**src/rtl/add_chunk.sv**
```systemverilog
// rtl/add_chunk.sv - combinational CHUNK-bit ripple adder slice
// Also exposes the carry into its MSB so the last slice can derive signed overflow.
module add_chunk #(
  parameter int CHUNK = 4
) (
  input  logic [CHUNK-1:0] a,
  input  logic [CHUNK-1:0] b,
  input  logic             ci,
  output logic [CHUNK-1:0] sum,
  output logic             co,
  output logic             c_msb
);

  logic [CHUNK:0] c;

  always_comb begin
    c    = '0;
    sum  = '0;
    c[0] = ci;
    for (int i = 0; i < CHUNK; i++) begin
      sum[i]   = a[i] ^ b[i] ^ c[i];
      c[i+1]   = (a[i] & b[i]) | (c[i] & (a[i] ^ b[i]));
    end
  end

  assign co    = c[CHUNK];
  assign c_msb = c[CHUNK-1];

endmodule

```
**src/rtl/add_pipe.sv**
```systemverilog
// rtl/add_pipe.sv - pipelined ripple-carry adder, one CHUNK-bit slice per stage
// Global-stall valid/ready pipeline: every stage loads together whenever the output can move.
module add_pipe #(
  parameter int WIDTH  = 16,
  parameter int STAGES = 4
) (
  input  logic             clk,
  input  logic             rst_n,
  input  logic             in_valid,
  output logic             in_ready,
  input  logic [WIDTH-1:0] x,
  input  logic [WIDTH-1:0] y,
  input  logic             cy_in,
  output logic             out_valid,
  input  logic             out_ready,
  output logic [WIDTH-1:0] s,
  output logic             cy_out,
  output logic             ovf
);

  localparam int CHUNK = WIDTH / STAGES;

  if (WIDTH < 1 || STAGES < 1 || (WIDTH % STAGES) != 0) begin : g_bad_param
    $error("add_pipe: STAGES must divide WIDTH");
  end

  logic             adv;
  logic [WIDTH-1:0] x_cur [STAGES];
  logic [WIDTH-1:0] y_cur [STAGES];
  logic [WIDTH-1:0] s_cur [STAGES];
  logic             c_cur [STAGES];
  logic             v_cur [STAGES];

  logic [WIDTH-1:0] x_d [STAGES];
  logic [WIDTH-1:0] y_d [STAGES];
  logic [WIDTH-1:0] s_d [STAGES];
  logic [WIDTH-1:0] x_q [STAGES];
  logic [WIDTH-1:0] y_q [STAGES];
  logic [WIDTH-1:0] s_q [STAGES];
  logic             c_q [STAGES];
  logic             v_q [STAGES];

  logic [CHUNK-1:0] sum_w [STAGES];
  logic             co_w  [STAGES];
  logic             cm_w  [STAGES];

  logic ovf_d, ovf_q;

  assign out_valid = v_q[STAGES-1];
  assign adv       = !out_valid || out_ready;
  assign in_ready  = adv;

  for (genvar k = 0; k < STAGES; k++) begin : g_stage
    if (k == 0) begin : g_first
      assign x_cur[k] = x;
      assign y_cur[k] = y;
      assign s_cur[k] = '0;
      assign c_cur[k] = cy_in;
      assign v_cur[k] = in_valid;
    end else begin : g_next
      assign x_cur[k] = x_q[k-1];
      assign y_cur[k] = y_q[k-1];
      assign s_cur[k] = s_q[k-1];
      assign c_cur[k] = c_q[k-1];
      assign v_cur[k] = v_q[k-1];
    end

    add_chunk #(.CHUNK(CHUNK)) u_chunk (
      .a     (x_cur[k][CHUNK-1:0]),
      .b     (y_cur[k][CHUNK-1:0]),
      .ci    (c_cur[k]),
      .sum   (sum_w[k]),
      .co    (co_w[k]),
      .c_msb (cm_w[k])
    );

    // Pending operand chunks shift down to bit 0; finished sum chunks enter at the top
    // and shift down, so chunk 0 lands at bit 0 after the last stage.
    assign x_d[k] = x_cur[k] >> CHUNK;
    assign y_d[k] = y_cur[k] >> CHUNK;
    assign s_d[k] = (s_cur[k] >> CHUNK) | (WIDTH'(sum_w[k]) << (WIDTH - CHUNK));

    always_ff @(posedge clk or negedge rst_n) begin
      if (!rst_n) begin
        x_q[k] <= '0;
        y_q[k] <= '0;
        s_q[k] <= '0;
        c_q[k] <= 1'b0;
        v_q[k] <= 1'b0;
      end else if (adv) begin
        x_q[k] <= x_d[k];
        y_q[k] <= y_d[k];
        s_q[k] <= s_d[k];
        c_q[k] <= co_w[k];
        v_q[k] <= v_cur[k];
      end
    end
  end

  assign ovf_d = cm_w[STAGES-1] ^ co_w[STAGES-1];

  always_ff @(posedge clk or negedge rst_n) begin
    if (!rst_n) begin
      ovf_q <= 1'b0;
    end else if (adv) begin
      ovf_q <= ovf_d;
    end
  end

  assign s      = s_q[STAGES-1];
  assign cy_out = c_q[STAGES-1];
  assign ovf    = ovf_q;

endmodule

```
**config.mk**
```make
export PLATFORM = sky130hd
export DESIGN_NAME = add_pipe
export DESIGN_NICKNAME = d
export VERILOG_FILES = /design/src/rtl/add_chunk.sv /design/src/rtl/add_pipe.sv
export SDC_FILE = /design/constraint.sdc
export NUM_CORES = 1
export LEC_CHECK = 0
export BUFFER_PORTS_ARGS = -buffer_cell sky130_fd_sc_hd__buf_2
export CAP_MARGIN = 10
export CORE_ASPECT_RATIO = 0.7
export CORE_MARGIN = 1.5
export CORE_UTILIZATION = 50
export DETAILED_ROUTE_END_ITERATION = 8
export PLACE_DENSITY = 0.79
export SYNTH_ARGS = -nofsm -noshare
export SYNTH_HDL_FRONTEND = slang
export SYNTH_SLANG_ARGS = --single-unit
```
**constraint.sdc**
```tcl
create_clock -name clk -period 5.8 [get_ports clk]
set_clock_uncertainty 0.15 [all_clocks]
set_input_delay 0.29 -clock clk [delete_from_list [all_inputs] [get_ports clk]]
set_output_delay 0.29 -clock clk [all_outputs]
set_load 0.01 [all_outputs]
```
== After elaboration in Yosys (flattened, before gate mapping) ==
Index checks and enable logic that the tools add are counted.

* Reduce and logical (&&, ||, !) cells: 2
* Bitwise operators: 84

{| class="wikitable"
|+ Operator list
! cell !! count
|-
| $or 12x16->16 || 3
|-
| $xor 1x1->1 || 33
|-
| $and 1x1->1 || 32
|-
| $or 1x1->1 || 16
|-
| $logic_not 1->1 || 1
|-
| $logic_or 1x1->1 || 1
|}

* Flip-flop bits (word level): 109
* Logic and storage cells: 105
* Input port bits: 37

== Logic depth before layout (Yosys ltp) ==
* Word-level depth: 10
* Depth in mapped cells: 9
* Mapped depth without buffers: 9

== Cells and area by module ==
Synthesis repeated with hierarchy kept, for this count alone.

* Cell total of the unflattened synthesis: 255
* Area, all modules: 4,125.2 um^2

{| class="wikitable"
|+ By module, submodules not included
! module !! area each (um^2) !! instances !! sequential area each (um^2) !! cells an instance
|-
| add_pipe || 3,684.8 || 1 || 2,427.3 || 207
|-
| add_chunk || 110.1 || 4 || 0.0 || 12
|}

== Worst setup path before layout ==
Ideal clock, no wire load.

* Path type: register -> register
* Start point: register c_q, in the netlist c_cur[0]
* End point: register ovf_q, in the netlist ovf
* Data required time: 5,525 ps
* Path slack: 3,380 ps
* Cell stages (with the launch flop): 10
* Library setup time: 125 ps
* Period minus slack after synthesis: 2,420 ps
* Arrival time: 2,145 ps
* Path buffers: 0
* Cell sequence: dfrtp_1 > fa_1 > inv_1 > fa_1 > inv_1 > fa_1 > inv_1 > fa_1 > xnor2_1 > mux2_2

* Word-level cells in the longest chain between the ends: 9

{| class="wikitable"
|+ Ends and longest elaborated chain
! element !! line !! source
|-
| start: declaration || add_pipe.sv:40 || <nowiki>logic c_q [STAGES];</nowiki>
|-
| start signal: indexed assignment || add_pipe.sv:94 || <nowiki>c_q[k] <= co_w[k];</nowiki>
|-
| $and 1x1->1 * || add_chunk.sv:22 || <nowiki>c[i+1] = (a[i] & b[i]) | (c[i] & (a[i] ^ b[i]));</nowiki>
|-
| $or 1x1->1 * || add_chunk.sv:22 ||
|-
| $and 1x1->1 * || add_chunk.sv:22 ||
|-
| $or 1x1->1 * || add_chunk.sv:22 ||
|-
| $and 1x1->1 * || add_chunk.sv:22 ||
|-
| $or 1x1->1 * || add_chunk.sv:22 ||
|-
| $and 1x1->1 || add_chunk.sv:22 ||
|-
| $or 1x1->1 || add_chunk.sv:22 ||
|-
| $xor 1x1->1 * || add_pipe.sv:100 || <nowiki>assign ovf_d = cm_w[STAGES-1] ^ co_w[STAGES-1];</nowiki>
|-
| end signal: assignment || add_pipe.sv:106 || <nowiki>ovf_q <= ovf_d;</nowiki>
|-
| end: declaration || add_pipe.sv:47 || <nowiki>logic ovf_d, ovf_q;</nowiki>
|}

Mark *: on every way between the ends. The rest lies on a longest branch, timed or not.
A chain may end at the register's enable or synchronous reset.

== Worst setup path in the final report ==
* Start point: register v_q, in the netlist out_valid
* End point: output port in_ready

* Word-level cells in the longest chain between the ends: 2

{| class="wikitable"
|+ Ends and longest elaborated chain
! element !! line !! source
|-
| start: declaration || add_pipe.sv:41 || <nowiki>logic v_q [STAGES];</nowiki>
|-
| start signal: indexed assignment || add_pipe.sv:95 || <nowiki>v_q[k] <= v_cur[k];</nowiki>
|-
| $logic_not 1->1 || add_pipe.sv:50 || <nowiki>assign adv = !out_valid || out_ready;</nowiki>
|-
| $logic_or 1x1->1 || add_pipe.sv:50 ||
|-
| end: declaration || add_pipe.sv:10 || <nowiki>output logic in_ready,</nowiki>
|}

Every way passes these cells.

==> impl_metrics.ini <==
[floorplan]
std_cell_rows = 27
die_h_um = 78.93
io_pins = 57
initial_core_util = 0.5187
core_area_mm2 = 0.007939
dieArea_mm2 = 0.008797
die_width_um = 111.5

[clocking]
clk_pin_slew_ns = 0.07
cts_tree = built
cts_made_buffers = 9
cts_root_buf = clkbuf_16
post_cts.repair.setup_buffers = 0
clockBufferDepth = 2
clock_sinks = 97
clk-insertion-delay-late_ns = 0.34
cts_max_level = 3

[synthesis]
yosysTopAreaCell = dfrtp_1
synth_compound_area_frac = 0.02279
synth_top_family_by_area = multiplexers
synthSimpleGateAreaFrac = 0.02674
yosys.area.top_type_share = 0.5895
synth_top_cells_by_area = dfrtp_1, mux2_2, fa_1, inv_1, nor3b_1
synthMuxAreaShare = 0.2343
synthCells = 265
synth_cell_type_count = 14
synth-xor-area-share = 0.002127
ys_ff_latch = 97
synth.avg_cell_area_um2 = 15.54
synth_seq_area_share = 0.5895
synthesis.area_mm2 = 0.004118
syn-num-nets = 318
yosys.area_share.adder = 0.07779
yosysWarnings = 0

[finish]
multi_input_area_mm2 = 0.001498
regArea_mm2 = 0.002427
n_antenna_cell = 0
fin_nets = 375
drive_above_1_share = 0.5107
nFillCells = 622
syn_to_final_growth_pct = 15.65

[placed_design]
place_congestion = 0.6851
portBuffers = 56
dp.final_hpwl_mm = 4.143

[sta]
worst_pin_slew_ns = 0.8964
layout_min_cycle_time_ns = 2.807
fin_crit_sh = 0.4840
hold_viol_final = 0
worst_hold_slack_ns = 0.02550
drv_slew = 0
relSlewSlack = 0.4024
fin_setup_tns_ns = 0
rsz0062_at_grt = false
final-setup-viol-count = 0
max_freq_ghz = 0.3562

[detailed_routing]
drc = 0
firstDrtPassIters = 4
drtIter0Drc = 70
routed_wirelength_mm = 6.169
wl_per_cell_um = 14.41
vias_per_cell = 5.007
via_count = 2143
antenna_left = 0

[critical_path]
worstSetupStartpointType = flop
crit_fanout = 69
crit_required_ns = 5.36
cp_slowest_cell = buf_4
crit_family = buffers and inverters
critPathBufInv = 2
cp_cell_sequence = nand2b_4, buf_4, buf_2
cp.arrival_ns = 2.37
setup.worst_path.end_class = output pin
worstSetupPathType = reg2out
rrSetupSlack_ns = 3.21
cp_slowest_stage_delay_ns = 0.77

[pwr]
p_sw_frac = 0.2977
p_clk_frac = 0.226
powerDensity_mw_per_mm2 = 538.5
ir_worst_vdd_mv = 0.2826
power_frac_seq = 0.445
combinationalPowerShare = 0.329
power.internal_mw = 1.801
finalPower_mw = 2.565
p_leak_nw = 2.171
switchingPower_uw = 763.6

[global_route]
grt_antenna_before_repair = 0
grt_overflow = 0
grt_pass1_vias = 2206
grt_max_degree = 71
grt_pass1_wl_mm = 10.85
grt_usage = 0.1603

[status]
outcome = finished clean

[run]
maxCapViolCount = 0

[min_path]
min_path_type = in2reg
-- cells in the mapped netlist --
cell,instances
mux2_4,5
fa_1,16
clkbuf_1,2
xnor2_1,1
mux2_2,79
nand2b_1,1
buf_2,7
buf_6,4
a21oi_1,3
inv_1,28
a21oi_2,9
nor3b_1,12
dfrtp_1,97
nand2b_4,1
-- cell families (layout without fill, tap and decap cells) --
| kind of cell | count (synthesis) | count (layout) |
|---|---|---|
| xor+xnor | 1 | 1 |
| buf+inv | 41 | 103 |
| fa+ha+maj | 16 | 16 |
| mux | 84 | 84 |
| compound gates | 12 | 12 |
| flops | 97 | 97 |
| simple gates | 14 | 14 |
-- final timing paths --
check,depth (start not counted),end,startpoint
hold / removal,2,y_cur[40],y[12]
hold reg to reg,1,out_valid,v_cur[0]
min in group asynchronous,2,out_valid,rst_n
setup / recovery,3,in_ready,out_valid
setup reg to reg,9,ovf,c_cur[0]
max in group asynchronous,3,y_cur[36],rst_n
-- state kept, by name, indices dropped and copies added (netlist names) --
register,flops
c_cur,3
cy_out,1
out_valid,1
ovf,1
s,16
s_cur,24
v_cur,3
x_cur,24
y_cur,24
-- metrics by stage --
stage / cells / area (um^2) / worst slack, ns / utilization
after floorplan: 265 / 4118 / 3.380 / -
after global placement: 411 / 4454 / 3.208 / 0.5611
after detailed placement: 411 / 4454 / 3.184 / 0.5611
after CTS: 428 / 4762 / 2.919 / 0.5998
after global routing: 428 / 4762 / 2.800 / 0.5998
final: 428 / 4762 / 2.993 / 0.5998
-- timing repair --
item | in CTS | in global routing
hold buffers | 1 | 0
resized for setup | 0 | 0
endpoints found under the hold margin | 27 | 0
-- power groups by stage --
| stage | logic (mW) | clock network, mW | registers (mW) |
|---|---|---|---|
| floorplan | 0.650 | 0 | 1.14 |
| global placement | 0.826 | 0 | 1.14 |
| detailed placement | 0.858 | 0 | 1.16 |
| CTS | 0.864 | 0.598 | 1.15 |
| global route | 0.939 | 0.624 | 1.19 |
| finish | 0.843 | 0.580 | 1.14 |
-- worst register-to-register path, delay by kind of cell (launching register included) --
| family | cells | cell delay (ns) |
|---|---|---|
| buf+inv | 3 | 0.23 |
| flops | 1 | 0.38 |
| xor+xnor | 1 | 0.16 |
| fa+ha+maj | 4 | 1.28 |
| mux | 1 | 0.26 |
-- routing by layer --
| layer | vias up | GRT usage | part of all wire |
|---|---|---|---|
| li1 | 999 | - | - |
| met1 | 1088 | 0.2146 | 0.48 |
| met2 | 46 | 0.2442 | 0.45 |
| met3 | 10 | 0.06031 | 0.053 |
| met4 | 0 | 0.05316 | 0.015 |
| met5 | - | 0 | 0 |
-- cell type report --
| class | count | share of cell area |
|---|---|---|
| inverter | 28 | 0.02207 |
| multi-input combinational | 127 | 0.3145 |
| sequential | 97 | 0.5097 |
| clock inverter | 5 | 0.01156 |
| timing repair buffer | 59 | 0.06463 |
| tap | 101 | 0.02654 |
| clock buffer | 11 | 0.05097 |
-- layout by cell type, fill, tap and decap left out, drive strengths merged --
cell type,n
fa,16
nor3b,12
mux2,84
clkinvlp,2
nand2b,2
dfrtp,97
bufinv,1
clkinv,2
xnor2,1
buf,58
inv,28
clkbuf,11
a21oi,12
dlygate4sd3,1
(Power assumes the default switching activity.)
